[src/rtl/uart_pkg.sv]
// Shared UART definitions: transmitter state encoding, parity modes and baud divider helper.
package uart_pkg;

    typedef enum logic [2:0] {
        ST_IDLE   = 3'd0,
        ST_START  = 3'd1,
        ST_DATA   = 3'd2,
        ST_PARITY = 3'd3,
        ST_STOP   = 3'd4
    } uart_tx_state_e;

    localparam int PAR_NONE = 0;
    localparam int PAR_ODD  = 1;
    localparam int PAR_EVEN = 2;

    function automatic int baud_div(input int clk, input int baud);
        return clk / baud;
    endfunction

endpackage

[src/rtl/uart_baud_gen.sv]
// Bit-period counter: counts 0..DIV-1 and pulses tick on the last count; held at 0 while clear.
module uart_baud_gen #(
    parameter int DIV = 10
) (
    input  logic clk,
    input  logic rstN,
    input  logic clear,
    output logic tick
);

    localparam int CW = (DIV > 1) ? $clog2(DIV) : 1;

    logic [CW-1:0] count;

    always_ff @(posedge clk or negedge rstN) begin
        if (!rstN) begin
            count <= '0;
        end else if (clear || count == CW'(DIV - 1)) begin
            count <= '0;
        end else begin
            count <= count + 1'b1;
        end
    end

    assign tick = !clear && (count == CW'(DIV - 1));

endmodule

[src/rtl/uart_tx_param.sv]
// Parametrised UART transmitter (start, DATA_BITS LSB-first, optional parity, 1-2 stop bits).
// Parity generation is compiled in only when UART_TX_PARITY_EN is defined.
module uart_tx_param
    import uart_pkg::*;
#(
    parameter int CLK_FREQ  = 100_000,
    parameter int BAUD_RATE = 9600,
    parameter int DATA_BITS = 8,
    parameter int PARITY    = 0,
    parameter int STOP_BITS = 1
) (
    input  logic                 clk,
    input  logic                 rstN,
    input  logic                 txValid,
    input  logic [DATA_BITS-1:0] txIn,
    output logic                 txReady,
    output logic                 tx,
    output logic                 busy,
    output logic                 txDone
);

    localparam int DIV   = baud_div(CLK_FREQ, BAUD_RATE);
    localparam int IDX_W = ($clog2(DATA_BITS) < 2) ? 2 : $clog2(DATA_BITS);

    if (DIV < 2) begin : gDivChk
        $error("uart_tx_param: CLK_FREQ/BAUD_RATE must be at least 2");
    end
    if (DATA_BITS < 5 || DATA_BITS > 9) begin : gDataChk
        $error("uart_tx_param: DATA_BITS must be 5..9");
    end
    if (STOP_BITS < 1 || STOP_BITS > 2) begin : gStopChk
        $error("uart_tx_param: STOP_BITS must be 1 or 2");
    end
    if (PARITY < PAR_NONE || PARITY > PAR_EVEN) begin : gParChk
        $error("uart_tx_param: PARITY must be 0, 1 or 2");
    end

    uart_tx_state_e       state, stateNext;
    logic [DATA_BITS-1:0] shiftReg, shiftNext;
    logic [IDX_W-1:0]     bitIdx, bitNext;
    logic                 txNext, doneNext, tick;

    uart_baud_gen #(.DIV(DIV)) uBaud (
        .clk   (clk),
        .rstN  (rstN),
        .clear (state == ST_IDLE),
        .tick  (tick)
    );

`ifdef UART_TX_PARITY_EN
    localparam bit PAR_ON = (PARITY != PAR_NONE);
    logic parBit;

    // Parity is fixed at handshake time so it matches the latched character.
    always_ff @(posedge clk or negedge rstN) begin
        if (!rstN) begin
            parBit <= 1'b0;
        end else if (state == ST_IDLE && txValid) begin
            parBit <= (PARITY == PAR_EVEN) ? ^txIn : ~^txIn;
        end
    end
`endif

    always_ff @(posedge clk or negedge rstN) begin
        if (!rstN) begin
            state    <= ST_IDLE;
            shiftReg <= '0;
            bitIdx   <= '0;
            tx       <= 1'b1;
            txDone   <= 1'b0;
        end else begin
            state    <= stateNext;
            shiftReg <= shiftNext;
            bitIdx   <= bitNext;
            tx       <= txNext;
            txDone   <= doneNext;
        end
    end

    // tx is loaded with the value of the bit being entered, so it changes on the transition edge.
    always_comb begin
        stateNext = state;
        shiftNext = shiftReg;
        bitNext   = bitIdx;
        txNext    = tx;
        doneNext  = 1'b0;
        case (state)
            ST_IDLE: begin
                txNext = 1'b1;
                if (txValid) begin
                    stateNext = ST_START;
                    shiftNext = txIn;
                    bitNext   = '0;
                    txNext    = 1'b0;
                end
            end
            ST_START: begin
                if (tick) begin
                    stateNext = ST_DATA;
                    txNext    = shiftReg[0];
                end
            end
            ST_DATA: begin
                if (tick) begin
                    if (bitIdx == IDX_W'(DATA_BITS - 1)) begin
                        bitNext = '0;
`ifdef UART_TX_PARITY_EN
                        if (PAR_ON) begin
                            stateNext = ST_PARITY;
                            txNext    = parBit;
                        end else begin
                            stateNext = ST_STOP;
                            txNext    = 1'b1;
                        end
`else
                        stateNext = ST_STOP;
                        txNext    = 1'b1;
`endif
                    end else begin
                        shiftNext = shiftReg >> 1;
                        bitNext   = bitIdx + 1'b1;
                        txNext    = shiftReg[1];
                    end
                end
            end
`ifdef UART_TX_PARITY_EN
            ST_PARITY: begin
                if (tick) begin
                    stateNext = ST_STOP;
                    txNext    = 1'b1;
                end
            end
`endif
            ST_STOP: begin
                txNext = 1'b1;
                if (tick) begin
                    if (bitIdx == IDX_W'(STOP_BITS - 1)) begin
                        stateNext = ST_IDLE;
                        bitNext   = '0;
                        doneNext  = 1'b1;
                    end else begin
                        bitNext = bitIdx + 1'b1;
                    end
                end
            end
            default: begin
                stateNext = ST_IDLE;
                txNext    = 1'b1;
            end
        endcase
    end

    assign txReady = (state == ST_IDLE);
    assign busy    = (state != ST_IDLE);

endmodule

[config.mk]
export PLATFORM = sky130hd
export DESIGN_NAME = uart_tx_param
export DESIGN_NICKNAME = d
export VERILOG_FILES = /design/src/rtl/uart_pkg.sv /design/src/rtl/uart_baud_gen.sv /design/src/rtl/uart_tx_param.sv
export SDC_FILE = /design/constraint.sdc
export NUM_CORES = 1
export LEC_CHECK = 0
export ABC_AREA = 0
export CAP_MARGIN = 20
export CORE_UTILIZATION = 53
export DETAILED_ROUTE_END_ITERATION = 10
export PLACE_DENSITY = 0.79
export RECOVER_POWER = 50
export SYNTH_ARGS = -nofsm -noshare
export SYNTH_HDL_FRONTEND = slang
export SYNTH_SLANG_ARGS = --single-unit
[constraint.sdc]
create_clock -name clk -period 2.2 [get_ports clk]
set_input_delay 0.44 -clock clk [delete_from_list [all_inputs] [get_ports clk]]
set_output_delay 0.44 -clock clk [all_outputs]
set_load 0.02 [all_outputs]
==> metrics.md <==
| Metric | Value |
|---|---|
| Largest net degree at the start of global routing | 26 |
| Die X | 48.1 um |
| Starting density of the core | 0.568 |
| Remaining antenna violation count | 0 |
| Min-delay worst type | register to register |
| Crit path cell chain | inv_1, nand2_1, inv_1, clkdlybuf4s50_1 |
| FF+latch area | 502 um^2 |
| H-tree levels | 1 |
| Max Cap Violations | 0 |
| Setup crit end kind | output port |
| VDD IR max | 297 uV |
| Routed vias/inst | 5.69 |
| PnR Total Power | 0.615 mW |
| Crit. Startpoint | state[0] |
| Slowest-stage cell, CP | clkdlybuf4s50_1 |
| EDFF count, synth | 0 |
| #FFs+latches synth | 20 |
| WL final | 2.08 mm |
| Worst Path Required | 1760 ps |
| First-pass GRT wire length | 3.41 mm |
| RR Startpoint | uBaud.count[1] |
| Fin. max-slew vios | 0 |
| Row cnt | 16 |
| Commonest non-fill, non-tap cell in the layout | dfrtp_1 |
| Measured slew at the worst slew-check pin | 642 ps |
| Clk buf depth | 2 |
| Post-layout instance area | 1320 um^2 |
| # diodes | 0 |
| FFs w/ async S/R, synth | 1.00 |
| Via count | 894 |
| Initial antenna violation count | 0 |
| Startpoint Class | register |
| Yosys cell types | 34 |
| Setup bufs post-CTS | 0 |
| Synth warn | 0 |
| Post-route setup TNS | 0 ps |
| Period Utilization, post-route | 0.928 |
| Post_cts resized | 0 |
| NumNets Final | 148 |
| Logic gate share of total power | 0.054 |
| Drt pass-1 iters | 4 |
| Die ar. | 2310 um^2 |
| Relative max-transition margin | 0.572 |
| GRT Util Overall | 0.216 |
| TritonCTS clock tree | yes |
| Main synth FF type | dfrtp_1 |
| Min Tclk post-route | 2040 ps |
| Most frequent cells in the layout | 19 x dfrtp_1, 13 x clkdlybuf4s50_1, 11 x nand2_1 |
| Routed len/inst | 13.3 um |
| Final Hold Vio Count | 0 |
| Layout cell share with drive strength beyond 1 | 0.100 |
| Gr ovfl total | 0 |
| Int Pwr | 0.487 mW |
| Cell count of the worst hold path | 2 |
| RSZ-0062 raised after global routing | no |
| Sequential area share after synthesis | 0.446 |
| Post-route DRC | 0 |
| Root buffer cell | clkbuf_4 |
| Syn nets | 130 |
| Syn_area_per_cell | 9.97 um^2 |
| Worst EP arrival | 1600 ps |
| Final setup vio count | 0 |
| Worst Clk Skew | 2.97 ps |
| Share of total power in sequential cells | 0.598 |
| Number of hold buffers added after cts | 0 |
| Syn Inst Count | 113 |
| Sink Count | 20 |
| Most frequent CP cell | inv_1 |
| I/O pins | 15 |
| Routability cong. | 0.907 |
| Post-detail-place hpwl | 1.54 mm |
| P_leak | 0.527 nW |
| CP Depth | 4 |
| IO buf count | 14 |
| Crit path kind | register to output port |
| Die Ht | 48.1 um |
| Crit path max-delay family | buffers and inverters |
| CP Buf/Inv Count | 3 |
| Placed cell areas | 1300 um^2 |
| Worst reg2reg path depth | 6 |
| Sw frac | 0.208 |
| Number of global-route vias before repair | 764 |
| CTS buffer count | 3 |
| Highest clock rate | 490 MHz |
| Layout area overhead | 17.2% |
| # fillers | 151 |
| Hold wc startpoint | shiftReg[2] |
| Pwr per Cell Area | 466 nW/um^2 |
| CP peak stage delay | 590 ps |
| Core area | 1980 um^2 |
| Clock Pin Slew Worst Setup and Hold Paths | 120 ps |
| Multi-input gate area | 559 um^2 |
| Clock Power Share | 0.349 |
| 1st-iter DRT viols | 25 |
| Crit path max fanout | 6 |
| Status | finished, final reports clean |
| Sw Pwr | 0.128 mW |
| Mapped cell area | 1130 um^2 |
| Worst-skew pair later-pin latency | 290 ps |
-- state kept, by name (all words and copies together), names as in the netlist --
signal,count
shiftReg,8
uBaud.count,4
bitIdx,3
state,3
tx,1
txDone,1
-- cell families after synthesis --
group,after synthesis,share of synthesized area
buffers and inverters,11,0.0467
AOI/OAI and AO/OA,27,0.160
adders and majority gates,6,0.0667
and+or+nand+nor,38,0.183
muxes,9,0.0822
xor gates and xnor gates,2,0.0156
DFF,20,0.446
-- power groups by stage --
| stage | combinational, mW | clock, mW | sequential (mW) |
|---|---|---|---|
| floorplan | 0.00638 | 0 | 0.375 |
| global placement | 0.0333 | 0 | 0.375 |
| detailed placement | 0.0349 | 0 | 0.375 |
| CTS | 0.0350 | 0.223 | 0.368 |
| global route | 0.0372 | 0.242 | 0.368 |
| finish | 0.0329 | 0.215 | 0.368 |
-- metrics by stage --
| step | util | setup WS, ps | instances | hold slack, ps |
|---|---|---|---|---|
| floorplan | - | 592 | 113 | 144 |
| global placement | 0.656 | 211 | 153 | 462 |
| detailed placement | 0.656 | 113 | 153 | 470 |
| CTS | 0.674 | 166 | 157 | 498 |
| global route | 0.666 | 49.4 | 157 | 526 |
| finish | 0.666 | 158 | 157 | 494 |
-- layer usage --
layer  GRT usage  share of wire  wire length, um  up-vias
met5           0              0                0        -
met4      0.0889          0.012               25        0
met3      0.0444          0.058              120        4
met2       0.322           0.48              993       39
met1       0.305           0.45              944      419
li1            -              -                -      432
-- tightest hold or removal path, cell delays in order, from the launching register on --
cell and delay (ps):
dfrtp_1 360, nand2_1 50, o21ai_0 60
-- path summary, 6_finish.rpt --
path                               end  slack, ps
hold reg to reg            shiftReg[2]        490
hold / removal             shiftReg[2]        490
max in group asynchronous  shiftReg[7]        860
setup / recovery               txReady        160
setup reg to reg             bitIdx[2]        310
min in group asynchronous    bitIdx[0]        580
-- cells in the mapped netlist (3+ instances only) --
cell type,n,area share
dfrtp_1,19,0.42
nand2_1,11,0.037
nor2_1,9,0.030
o21ai_0,8,0.036
mux2i_1,7,0.062
ha_1,6,0.067
inv_1,6,0.020
a21oi_1,5,0.022
nand2b_1,4,0.022
nor2b_1,4,0.022
buf_2,3,0.013
o211ai_1,3,0.020
-- final cells by class --
type,instances,share of cell area
sequential,20,0.380
timing repair buffer,18,0.126
tap,27,0.0256
clock buffer,4,0.0275
multi-input combinational,82,0.424
inverter,6,0.0171
(Power assumes the default switching activity.)
